===== src/rtl/load_scoreboard_hazard.sv =====
// load_scoreboard_hazard
//   Load-use hazard unit for the variable-latency data-memory path. An
//   in-order FIFO scoreboard records the rd of every load issued to EX
//   until its memory response arrives. stall_o holds IF/ID and bubbles
//   ID/EX while the instruction in ID reads (RAW) or overwrites (WAW) a
//   pending load destination, or is itself a load that cannot be accepted.
//
// Ports
//   clk, rst_n                      clock (rising edge), async active-low reset
//   issue_valid_i, issue_is_load_i  a load leaves ID/EX into EX this cycle
//   issue_rd_i                      destination of that load
//   id_rs1_i/id_rs2_i, id_uses_*_i  sources of the ID instruction and their use
//   id_rd_i, id_writes_rd_i         destination of the ID instruction
//   id_is_load_i                    ID instruction is a load
//   mem_rsp_valid_i                 oldest outstanding load returns this cycle
//   stall_o                         hazard, zero-cycle combinational
//   pending_cnt_o, full_o, empty_o  scoreboard occupancy (registered decodes)
//   err_overflow_o, err_underflow_o sticky protocol errors

module load_scoreboard_hazard #(
  parameter int unsigned DEPTH      = 4,
  parameter int unsigned REG_IDX_W  = 5,
  parameter bit          BYPASS_RSP = 1'b1,
  parameter bit          CHECK_WAW  = 1'b1,
  localparam int unsigned CNT_W     = $clog2(DEPTH + 1),
  localparam int unsigned PTR_W     = (DEPTH > 1) ? $clog2(DEPTH) : 1
) (
  input  logic                 clk,
  input  logic                 rst_n,
  input  logic                 issue_valid_i,
  input  logic                 issue_is_load_i,
  input  logic [REG_IDX_W-1:0] issue_rd_i,
  input  logic [REG_IDX_W-1:0] id_rs1_i,
  input  logic [REG_IDX_W-1:0] id_rs2_i,
  input  logic                 id_uses_rs1_i,
  input  logic                 id_uses_rs2_i,
  input  logic [REG_IDX_W-1:0] id_rd_i,
  input  logic                 id_writes_rd_i,
  input  logic                 id_is_load_i,
  input  logic                 mem_rsp_valid_i,
  output logic                 stall_o,
  output logic [CNT_W-1:0]     pending_cnt_o,
  output logic                 full_o,
  output logic                 empty_o,
  output logic                 err_overflow_o,
  output logic                 err_underflow_o
);

  logic [DEPTH-1:0]                valid_q, valid_d;
  logic [DEPTH-1:0][REG_IDX_W-1:0] rd_q, rd_d;
  logic [PTR_W-1:0]                head_q, head_d;
  logic [PTR_W-1:0]                tail_q, tail_d;
  logic [CNT_W-1:0]                cnt_q, cnt_d;
  logic                            err_ov_q, err_ov_d;
  logic                            err_un_q, err_un_d;

  logic alloc_req, do_alloc, do_retire;
  logic full, empty;

  // Wrap modulo DEPTH explicitly so non-power-of-two depths work.
  function automatic logic [PTR_W-1:0] ptr_inc(input logic [PTR_W-1:0] p);
    return (p == PTR_W'(DEPTH - 1)) ? '0 : p + 1'b1;
  endfunction

  assign full      = (cnt_q == CNT_W'(DEPTH));
  assign empty     = (cnt_q == '0);
  assign alloc_req = issue_valid_i && issue_is_load_i;
  assign do_retire = mem_rsp_valid_i && !empty;
  // A retire in the same cycle frees the head slot before the tail writes it.
  assign do_alloc  = alloc_req && (!full || do_retire);

  always_comb begin
    valid_d  = valid_q;
    rd_d     = rd_q;
    head_d   = head_q;
    tail_d   = tail_q;
    cnt_d    = cnt_q;
    err_ov_d = err_ov_q;
    err_un_d = err_un_q;

    if (do_retire) begin
      valid_d[head_q] = 1'b0;
      head_d          = ptr_inc(head_q);
    end
    // Applied after retire: when full, tail == head and the slot is reused.
    if (do_alloc) begin
      valid_d[tail_q] = 1'b1;
      rd_d[tail_q]    = issue_rd_i;
      tail_d          = ptr_inc(tail_q);
    end

    case ({do_alloc, do_retire})
      2'b10:   cnt_d = cnt_q + CNT_W'(1);
      2'b01:   cnt_d = cnt_q - CNT_W'(1);
      default: cnt_d = cnt_q;
    endcase

    if (alloc_req && full && !mem_rsp_valid_i) err_ov_d = 1'b1;
    if (mem_rsp_valid_i && empty)              err_un_d = 1'b1;
  end

  always_ff @(posedge clk or negedge rst_n) begin
    if (!rst_n) begin
      valid_q  <= '0;
      rd_q     <= '0;
      head_q   <= '0;
      tail_q   <= '0;
      cnt_q    <= '0;
      err_ov_q <= 1'b0;
      err_un_q <= 1'b0;
    end else begin
      valid_q  <= valid_d;
      rd_q     <= rd_d;
      head_q   <= head_d;
      tail_q   <= tail_d;
      cnt_q    <= cnt_d;
      err_ov_q <= err_ov_d;
      err_un_q <= err_un_d;
    end
  end

  // Entries still able to cause a hazard. With the WB forward present the
  // head entry returning this cycle no longer blocks.
  logic [DEPTH-1:0] live;
  always_comb begin
    live = '0;
    for (int i = 0; i < DEPTH; i++) begin
      live[i] = valid_q[i] &&
                !(BYPASS_RSP && mem_rsp_valid_i && (PTR_W'(i) == head_q));
    end
  end

  logic match_rs1, match_rs2, match_rd;
  always_comb begin
    match_rs1 = 1'b0;
    match_rs2 = 1'b0;
    match_rd  = 1'b0;
    for (int i = 0; i < DEPTH; i++) begin
      if (live[i] && (rd_q[i] == id_rs1_i)) match_rs1 = 1'b1;
      if (live[i] && (rd_q[i] == id_rs2_i)) match_rs2 = 1'b1;
      if (live[i] && (rd_q[i] == id_rd_i))  match_rd  = 1'b1;
    end
    // x0 is never a real dependency, even though x0 loads occupy a slot.
    if (id_rs1_i == '0) match_rs1 = 1'b0;
    if (id_rs2_i == '0) match_rs2 = 1'b0;
    if (id_rd_i  == '0) match_rd  = 1'b0;
  end

  assign stall_o = (id_uses_rs1_i && match_rs1)
                 | (id_uses_rs2_i && match_rs2)
                 | (CHECK_WAW && id_writes_rd_i && match_rd)
                 | (id_is_load_i && full && !mem_rsp_valid_i);

  assign pending_cnt_o   = cnt_q;
  assign full_o          = full;
  assign empty_o         = empty;
  assign err_overflow_o  = err_ov_q;
  assign err_underflow_o = err_un_q;

endmodule

===== config.mk =====
export PLATFORM = sky130hd
export DESIGN_NAME = load_scoreboard_hazard
export DESIGN_NICKNAME = d
export VERILOG_FILES = /design/src/rtl/load_scoreboard_hazard.sv
export SDC_FILE = /design/constraint.sdc
export NUM_CORES = 1
export LEC_CHECK = 0
export BUFFER_PORTS_ARGS = -buffer_cell sky130_fd_sc_hd__buf_2
export CELL_PAD_IN_SITES_DETAIL_PLACEMENT = 0
export CELL_PAD_IN_SITES_GLOBAL_PLACEMENT = 2
export CORE_MARGIN = 10
export CORE_UTILIZATION = 35
export DETAILED_ROUTE_END_ITERATION = 10
export PLACE_DENSITY = 0.73
export SLEW_MARGIN = 20
export SYNTH_ARGS = -nofsm -noshare
export SYNTH_HDL_FRONTEND = slang
export SYNTH_SLANG_ARGS = --single-unit

===== constraint.sdc =====
create_clock -name clk -period 5.5 [get_ports clk]
set_clock_uncertainty 0.15 [all_clocks]
set_input_delay 0.825 -clock clk [delete_from_list [all_inputs] [get_ports clk]]
set_output_delay 0.825 -clock clk [all_outputs]
set_load 0.05 [all_outputs]

==> results of run 1 <==
[layer usage]
layer,up-vias,part of all wire (%),wire length (µm),GRT usage [%]
met5,-,0,0,0
met4,0,1.9,114,4.28
met3,10,5.7,343,3.28
met2,42,47,2860,19.5
met1,813,45,2720,15.3
li1,815,-,-,-
[cells in the mapped netlist]
cell / n / area share (%)
xnor2_1: 53 / 19
dfrtp_1: 33 / 34
mux2_4: 20 / 12
nand2_1: 20 / 3.1
buf_2: 13 / 2.7
nand4_1: 12 / 3.1
inv_1: 10 / 1.6
xor2_1: 10 / 3.6
ha_1: 9 / 4.7
o21ai_0: 8 / 1.7
nor3_1: 5 / 1.0
a21boi_0: 4 / 1.2
nand2_4: 4 / 1.9
o22ai_1: 4 / 1.0
or4_1: 3 / 0.93
buf_6: 2 / 0.93
nor2_1: 2 / 0.31
o221ai_1: 2 / 0.73
a21o_1: 1 / 0.31
a31o_2: 1 / 0.36
buf_4: 1 / 0.31
fa_1: 1 / 0.83
mux2_2: 1 / 0.47
nand2b_1: 1 / 0.26
nand3_1: 1 / 0.21
nor2_8: 1 / 0.83
nor2b_4: 1 / 0.57
nor3b_2: 1 / 0.52
nor4_1: 1 / 0.26
o2111ai_1: 1 / 0.36
o21ai_1: 1 / 0.21
[final cells by class]
cell class / instances / share of cell area [%]
Multi-Input combinational cell: 168 / 53.2
Sequential cell: 33 / 30.2
Tap cell: 80 / 3.67
Clock inverter: 3 / 2.38
Inverter: 10 / 1.37
Timing Repair Buffer: 36 / 6.60
Clock buffer: 5 / 2.52
[worst paths after layout]
check / from / endpoint / slack (ps)
max in group asynchronous: rst_n / rd_q[8]$_DFFE_PN0P_ / 4270
hold reg to reg: err_underflow_o$_DFFE_PN0P_ / err_underflow_o$_DFFE_PN0P_ / 310
setup reg to reg: pending_cnt_o[0]$_DFFE_PN0P_ / pending_cnt_o[1]$_DFFE_PN0P_ / 3140
hold / removal: err_underflow_o$_DFFE_PN0P_ / err_underflow_o$_DFFE_PN0P_ / 310
setup / recovery: mem_rsp_valid_i / stall_o / 2090
min in group asynchronous: rst_n / err_underflow_o$_DFFE_PN0P_ / 450
[power by group through the flow]
stage / sequential, µW / clock (µW) / combinational [µW]
after global routing: 575 / 289 / 795
after CTS: 561 / 277 / 729
after floorplan: 548 / 0 / 551
final: 559 / 272 / 718
after global placement: 568 / 0 / 727
after detailed placement: 565 / 0 / 724
[flip-flops by register name, indices dropped and copies added, names as in the netlist]
signal	flops
rd_q	20
valid_q	4
err_overflow_o	1
head_q	2
pending_cnt_o	3
err_underflow_o	1
tail_q	2
[per-stage QoR]
| stage | total power, µW | utilization, % | area (µm²) | worst slack (ps) |
|---|---|---|---|---|
| 5_1_grt | 1660 | 40.4 | 2730 | 1910 |
| 3_3_place_gp | 1300 | 38.4 | 2600 | 2070 |
| 3_5_place_dp | 1290 | 38.4 | 2600 | 2070 |
| 4_1_cts | 1570 | 40.4 | 2730 | 2080 |
| 6_report | 1550 | 40.4 | 2730 | 2090 |
| 2_1_floorplan | 1100 | - | 2410 | 2160 |
[cell families (layout without fill, tap and decap cells)]
group,after synthesis,count (layout)
xor+xnor,63,63
simple gates,52,52
flops,33,33
buf+inv,26,54
compound gates,22,22
mux,21,21
fa+ha+maj,10,10
[worst max-delay path, stage by stage]
cell and delay, ps:
buf_2 180, a21boi_0 500, nand4_1 140, nor3_1 170, nor4_1 70, o2111ai_1 230, buf_2 310
==> results.yml, run 1 <==
timing:
  slew_headroom_pct: 50.5
  layout_min_cycle_time_ps: 3410
  hold_viol_final: 0
  holdWs_ps: 309
  setup_viol: 0
  fin_crit_sh_pct: 62.0
  max_slew.worst_pin.slew_ps: 743
  fmax_ghz: 0.293
  rsz0062_at_grt: "false"
  finalSetupTns_ps: 0
  drv_slew: 0
clocking:
  clockBufferDepth: 2
  cts_num_sinks: 33
  ctsResizeCount: 0
  cts_buffers: 5
  path_clk_slew_ps: 70
  tritoncts: "built"
  clk_latency_ps: 280
  postCtsSetupBuffers: 0
  hold_buffers: 0
  cts_max_level: 2
  clockRootBuffer: "clkbuf_8"
global_routing:
  grt_pass1_vias: 1782
  overflow: 0
  antenna_found_initial: 0
  track_usage_pct: 12.2
  grt_max_degree: 34
  grt_pass1_wl_mm: 9.76
placement:
  portBuffers: 36
  dp_cells: 327
  dp_hpwl_mm: 4.76
  place.gp.congestion: 0.838
pwr:
  combPwrFrac_pct: 46.4
  pwr-share-seq_pct: 36.1
  clockPowerShare_pct: 17.6
  vdd_drop_max_v: 0.000368
  power_switching_uw: 637
  p_int_uw: 912
  power_leakage_uw: 0.00123
  p_per_area_mw_per_mm2: 567
  swShare_pct: 41.1
floorplanning:
  core_mm2: 0.00676
  start_util_pct: 35.7
  fp.dieH_um: 103
  io_pins: 37
  die_area_mm2: 0.0106
  die_x_um: 103
  rows: 30
setup_path:
  crit_type: "input pin to primary output"
  crit_required_ps: 4530
  critPathMaxFanout: 10
  setup.worst_path.end_class: "primary output"
  reg2reg_depth: 7
  arrival_ps: 2440
  critPathLaunchType: "input pin"
job:
  drv_cap: 0
cells_and_area:
  final_cell_mix: "xnor2_1, buf_2, dfrtp_1"
  multi_input_area_mm2: 0.00145
  seq_area_um2: 826
  fillers: 688
  fin_nets: 293
  diodes: 0
  final_common_cell: "xnor2_1"
  syn_to_final_growth_pct: 13.2
  layout-drive-gt1-share_pct: 28.6
  fin_cells: 335
yosys:
  synthAdderAreaFrac_pct: 5.50
  ys_ff_latch: 33
  synthMuxAreaShare_pct: 12.9
  ys_types: 31
  syn_inst: 227
  synth_xor_area_share_pct: 22.9
  postSynthAreaPerCell_um2: 10.6
  synthSimpleGateAreaFrac_pct: 13.0
  yosysWarnings: 0
  synth_fp_nets: 266
  synth_area_mm2: 0.00241
  synth_top_family_by_area: "XOR/XNOR gates"
  ys_seq_area_share_pct: 34.3
  synth_compound_area_share_pct: 5.92
run_status:
  status: "completed"
drt:
  viasPerCell: 5.01
  drt_iter0_drc: 72
  avgRoutedWirePerCell_um: 18.0
  drt-pass1-iter-count: 4
  totalWireLength_mm: 6.04
  final_antenna_net_count: 0
  drc_errors: 0
  vias: 1680
worst_hold_path:
  min_path_cells: 1
  hp-class: "flop to flop"
(Power assumes the default switching activity.)
==> run 2: changes to the inputs <==
--- a/config.mk
+++ b/config.mk
@@ -9,9 +9,9 @@
 export CELL_PAD_IN_SITES_DETAIL_PLACEMENT = 0
 export CELL_PAD_IN_SITES_GLOBAL_PLACEMENT = 2
 export CORE_MARGIN = 10
-export CORE_UTILIZATION = 35
+export CORE_UTILIZATION = 33
 export DETAILED_ROUTE_END_ITERATION = 10
-export PLACE_DENSITY = 0.73
+export PLACE_DENSITY = 0.72
 export SLEW_MARGIN = 20
 export SYNTH_ARGS = -nofsm -noshare
 export SYNTH_HDL_FRONTEND = slang
==> constraint.sdc (replaced) <==
create_clock -name clk -period 3 [get_ports clk]
set_clock_uncertainty 0.15 [all_clocks]
set_input_delay 0.45 -clock clk [delete_from_list [all_inputs] [get_ports clk]]
set_output_delay 0.45 -clock clk [all_outputs]
set_load 0.05 [all_outputs]
==> run 2 against run 1 <==
Effect of this change:
- register-to-register slack worse by 2500 ps
- design area down 0.64%
- power up 71%
- highest routed layer unchanged
==> results.yml, run 2 (synthesis gave the netlist of run 1 again) <==
cells_and_area:
  multi_input_area_mm2: 0.00146
  diodes: 0
  final_cell_area_mm2: 0.00271
  largest_reg_flops: 20
  regMostFlops: "rd_q"
  seq_area_um2: 826
  final_common_cell: "xnor2_1"
  layout-drive-gt1-share_pct: 28.7
  fillers: 713
  fin_nets: 294
  final_cell_mix: "xnor2_1, buf_2, dfrtp_1"
  final_util_pct: 37.8
  syn_to_final_growth_pct: 12.5
drt:
  drt_iter0_drc: 61
  drt-pass1-iter-count: 4
  avgRoutedWirePerCell_um: 17.0
  drc_errors: 0
  viasPerCell: 4.74
  totalWireLength_mm: 6.00
  vias: 1672
  final_antenna_net_count: 0
setup_path:
  cp_cell_sequence: "ha_1, a21boi_1, nand4_1, nor3_1, nor4_1, o2111ai_1, buf_2"
  setup.worst_path.end_class: "primary output"
  cp_slowest_stage_delay_ps: 400
  critPathLaunchType: "flop"
  critPathMaxFanout: 3
  slowest_stage: "dfrtp_1"
  crit_type: "flop to primary output"
  r2r_slack_ps: 660
  arrival_ps: 2170
  crit_required_ps: 2400
timing:
  hold_viol_final: 0
  finalSetupTns_ps: 0
  slew_headroom_pct: 49.3
  drv_slew: 0
  fin_crit_sh_pct: 92.4
  setup_viol: 0
  fin_ws_ps: 229
  rsz0062_at_grt: "false"
  max_slew.worst_pin.slew_ps: 760
  layout_min_cycle_time_ps: 2770
  fmax_ghz: 0.361
placement:
  dp_hpwl_mm: 4.79
  placed_area_mm2: 0.00264
  dp_slack_ps: 368
  portBuffers: 36
  place.gp.congestion: 0.793
floorplanning:
  fp.dieH_um: 105
  io_pins: 37
  rows: 31
  core_mm2: 0.00718
  die_area_mm2: 0.0111
  die_x_um: 105
  start_util_pct: 33.6
clocking:
  cts_buffers: 5
  path_clk_slew_ps: 60
  cts_num_sinks: 33
  cts_max_level: 2
  tritoncts: "built"
  ctsResizeCount: 0
  clockRootBuffer: "clkbuf_8"
  postCtsSetupBuffers: 0
  clockBufferDepth: 2
  clk_latency_ps: 280
  hold_buffers: 0
global_routing:
  overflow: 0
  antenna_found_initial: 0
  grt_pass1_wl_mm: 9.59
  grt_max_degree: 34
  track_usage_pct: 10.8
  grt_pass1_vias: 1812
worst_hold_path:
  hp-class: "input pin to async pin"
pwr:
  p_per_area_mw_per_mm2: 977
  vdd_drop_max_v: 0.000604
  power_leakage_uw: 0.00121
job:
  drv_cap: 0
run_status:
  status: "completed"
[run 2: critical path: cells and delay by family, from the launching register on]
kind,cells,cell delay (ps)
buf+inv,1,300
simple gates,3,460
compound gates,2,520
fa+ha+maj,1,220
flops,1,400
[run 2: layout make-up]
cell class,instances,share of cell area (%)
clock buffers,5,2.54
clock inverters,1,0.185
inverters,10,1.38
multi-input cells,168,54.0
flip-flops and latches,33,30.4
well taps,99,4.57
repair buffers,37,6.92
[run 2: path summary, 6_finish.rpt]
check                                             start                      endpoint  depth (start not counted)
setup reg to reg           pending_cnt_o[1]$_DFFE_PN0P_  pending_cnt_o[2]$_DFFE_PN0P_                         10
hold reg to reg              err_overflow_o$_DFFE_PN0P_    err_overflow_o$_DFFE_PN0P_                          1
hold / removal                                    rst_n   err_underflow_o$_DFFE_PN0P_                          1
min in group clk                        issue_is_load_i    err_overflow_o$_DFFE_PN0P_                          2
max in group asynchronous                         rst_n          rd_q[16]$_DFFE_PN0P_                          1
setup / recovery                  head_q[0]$_DFFE_PN0P_                       stall_o                          7
[run 2: metrics by stage]
stage | std cells | hold slack [ps] | power (µW)
floorplan | 227 | 4.41 | 2030
global placement | 347 | 299 | 2370
detailed placement | 347 | 303 | 2370
CTS | 353 | 110 | 2680
global route | 353 | 142 | 2850
finish | 353 | 94.0 | 2650
[run 2: power by group]
group	total, µW	switching [µW]	internal, µW
sequential	995	331	664
combinational	1350	658	696
clock	302	150	152
total	2650	1140	1510
[run 2: routing by layer]
layer	wire (µm)	up-vias	track usage (%)
met3	279	7	3.05
li1	-	811	-
met4	76	0	3.63
met1	2870	815	13.9
met2	2770	39	17.2
met5	0	-	0
==> run 3: changes to the inputs <==
--- a/config.mk
+++ b/config.mk
@@ -12,6 +12,7 @@
 export CORE_UTILIZATION = 33
 export DETAILED_ROUTE_END_ITERATION = 10
 export PLACE_DENSITY = 0.72
+export REMOVE_ABC_BUFFERS = 1
 export SLEW_MARGIN = 20
 export SYNTH_ARGS = -nofsm -noshare
 export SYNTH_HDL_FRONTEND = slang
==> run 3 against run 2 <==
Effect of this change:
- power grew 4.5%
- cell count grew 0.85%
- via count shrank 0.18%
- hold slack lost 14 ps
- first-iteration DRC count shrank 13%
- non-clock buffer count grew 1
- critical path depth grew 2
- wire length grew 2.8%
- combinational power is essentially flat
- largest cell class unchanged
- highest routed layer unchanged
==> results.yml, run 3 (synthesis gave the netlist of run 1 again) <==
run_status:
  status: "completed"
cells_and_area:
  final_util_pct: 38.4
  fin_cells: 356
  diodes: 0
  largest_reg_flops: 20
  final_common_cell: "xnor2_1"
  final_cell_mix: "xnor2_1, buf_2, dfrtp_1"
  fin_nets: 295
  syn_to_final_growth_pct: 14.3
  fillers: 737
  regMostFlops: "rd_q"
  final_cell_area_mm2: 0.00276
  layout-drive-gt1-share_pct: 29.2
setup_path:
  crit_type: "flop to primary output"
  setup.worst_path.end_class: "primary output"
  arrival_ps: 2140
  crit_required_ps: 2400
  critPathMaxFanout: 4
  cp_slowest_stage_delay_ps: 400
  cp_cell_sequence: "inv_1, ha_1, a21boi_0, buf_4, nand4_1, nor3_1, nor4_1, o2111ai_1, buf_2"
  critPathLaunchType: "flop"
  slowest_stage: "dfrtp_1"
timing:
  drv_slew: 0
  finalSetupTns_ps: 0
  setup_viol: 0
  layout_min_cycle_time_ps: 2740
  slew_headroom_pct: 49.5
  hold_viol_final: 0
  rsz0062_at_grt: "false"
  max_slew.worst_pin.slew_ps: 757
  fin_crit_sh_pct: 91.2
  fmax_ghz: 0.365
floorplanning:
  fp.dieH_um: 105
  start_util_pct: 33.6
  rows: 31
  die_area_mm2: 0.0111
  die_x_um: 105
  io_pins: 37
  core_mm2: 0.00718
placement:
  placed_area_mm2: 0.00264
  dp_hpwl_mm: 4.81
  dp_cells: 348
  portBuffers: 36
  place.gp.congestion: 0.855
drt:
  drc_errors: 0
  viasPerCell: 4.69
  final_antenna_net_count: 0
  vias: 1669
  totalWireLength_mm: 6.16
  drt_iter0_drc: 53
  drt-pass1-iter-count: 5
  avgRoutedWirePerCell_um: 17.3
global_routing:
  grt_pass1_vias: 1809
  grt_max_degree: 34
  antenna_found_initial: 0
  gr-max-usage-layer: "met2"
  grt.met2_usage_pct: 17.7
  track_usage_pct: 11.4
  grt_use_met1_pct: 15.0
  grt_util_met3_pct: 2.56
  grt_pass1_wl_mm: 9.89
  overflow: 0
pwr:
  swShare_pct: 41.0
  vdd_drop_max_v: 0.000456
  p_int_uw: 1630
  power_switching_uw: 1140
  pwr-share-seq_pct: 35.4
  power_leakage_uw: 0.00123
  combPwrFrac_pct: 48.8
  clockPowerShare_pct: 15.8
  p_per_area_mw_per_mm2: 1010
clocking:
  cts_buffers: 5
  cts_max_level: 2
  clockBufferDepth: 2
  ctsResizeCount: 0
  hold_buffers: 0
  path_clk_slew_ps: 70
  tritoncts: "built"
  postCtsSetupBuffers: 0
  cts_num_sinks: 33
  clockRootBuffer: "clkbuf_8"
  clk_latency_ps: 280
job:
  drv_cap: 0
worst_hold_path:
  hp-class: "input pin to async pin"
-- run 3: final cells by class --
cell class	instances	area, µm²	area share, %
Inverter	10	37.5	1.36
Multi-Input combinational cell	168	1460	52.9
Clock buffer	7	86.3	3.13
Timing Repair Buffer	38	195	7.08
Tap cell	99	124	4.50
Clock inverter	1	30.0	1.09
Sequential cell	33	826	30.0
-- run 3: power groups by stage --
| stage | sequential, µW | combinational (µW) | clock [µW] |
|---|---|---|---|
| 2_1_floorplan | 1000 | 984 | 0 |
| 3_3_place_gp | 991 | 1350 | 0 |
| 3_5_place_dp | 990 | 1360 | 0 |
| 4_1_cts | 983 | 1360 | 451 |
| 5_1_grt | 1030 | 1490 | 466 |
| 6_report | 980 | 1350 | 437 |
-- run 3: metrics by stage --
stage	hold WS (ps)	power (µW)	setup WS, ps
after floorplan	4.41	1990	-316
after global placement	285	2340	307
after detailed placement	289	2350	329
after CTS	107	2800	13.1
after global routing	134	2980	91.5
final	80.4	2770	263
-- run 3: final timing paths --
| check | from | end | slack, ps | cells after the start |
|---|---|---|---|---|
| max | head_q[1]$_DFFE_PN0P_ | stall_o | 260 | 9 |
| min | rst_n | err_underflow_o$_DFFE_PN0P_ | 80 | 1 |
| max reg2reg | pending_cnt_o[1]$_DFFE_PN0P_ | pending_cnt_o[2]$_DFFE_PN0P_ | 690 | 10 |
| min reg2reg | err_underflow_o$_DFFE_PN0P_ | err_underflow_o$_DFFE_PN0P_ | 300 | 1 |
| max in group asynchronous | rst_n | rd_q[3]$_DFFE_PN0P_ | 2130 | 1 |
| min in group clk | issue_is_load_i | err_overflow_o$_DFFE_PN0P_ | 260 | 2 |
-- run 3: critical path: cells and delay by family, from the launching register on --
family / cells / cell delay [ps]
adders and majority gates: 1 / 200
DFF: 1 / 400
AOI/OAI and AO/OA: 2 / 350
and+or+nand+nor: 3 / 360
buffers and inverters: 3 / 550
-- run 3: routing by layer --
metal | up-vias | routed length [µm]
li1 | 819 | -
met1 | 808 | 3010
met2 | 34 | 2810
met3 | 8 | 221
met4 | 0 | 123
met5 | - | 0
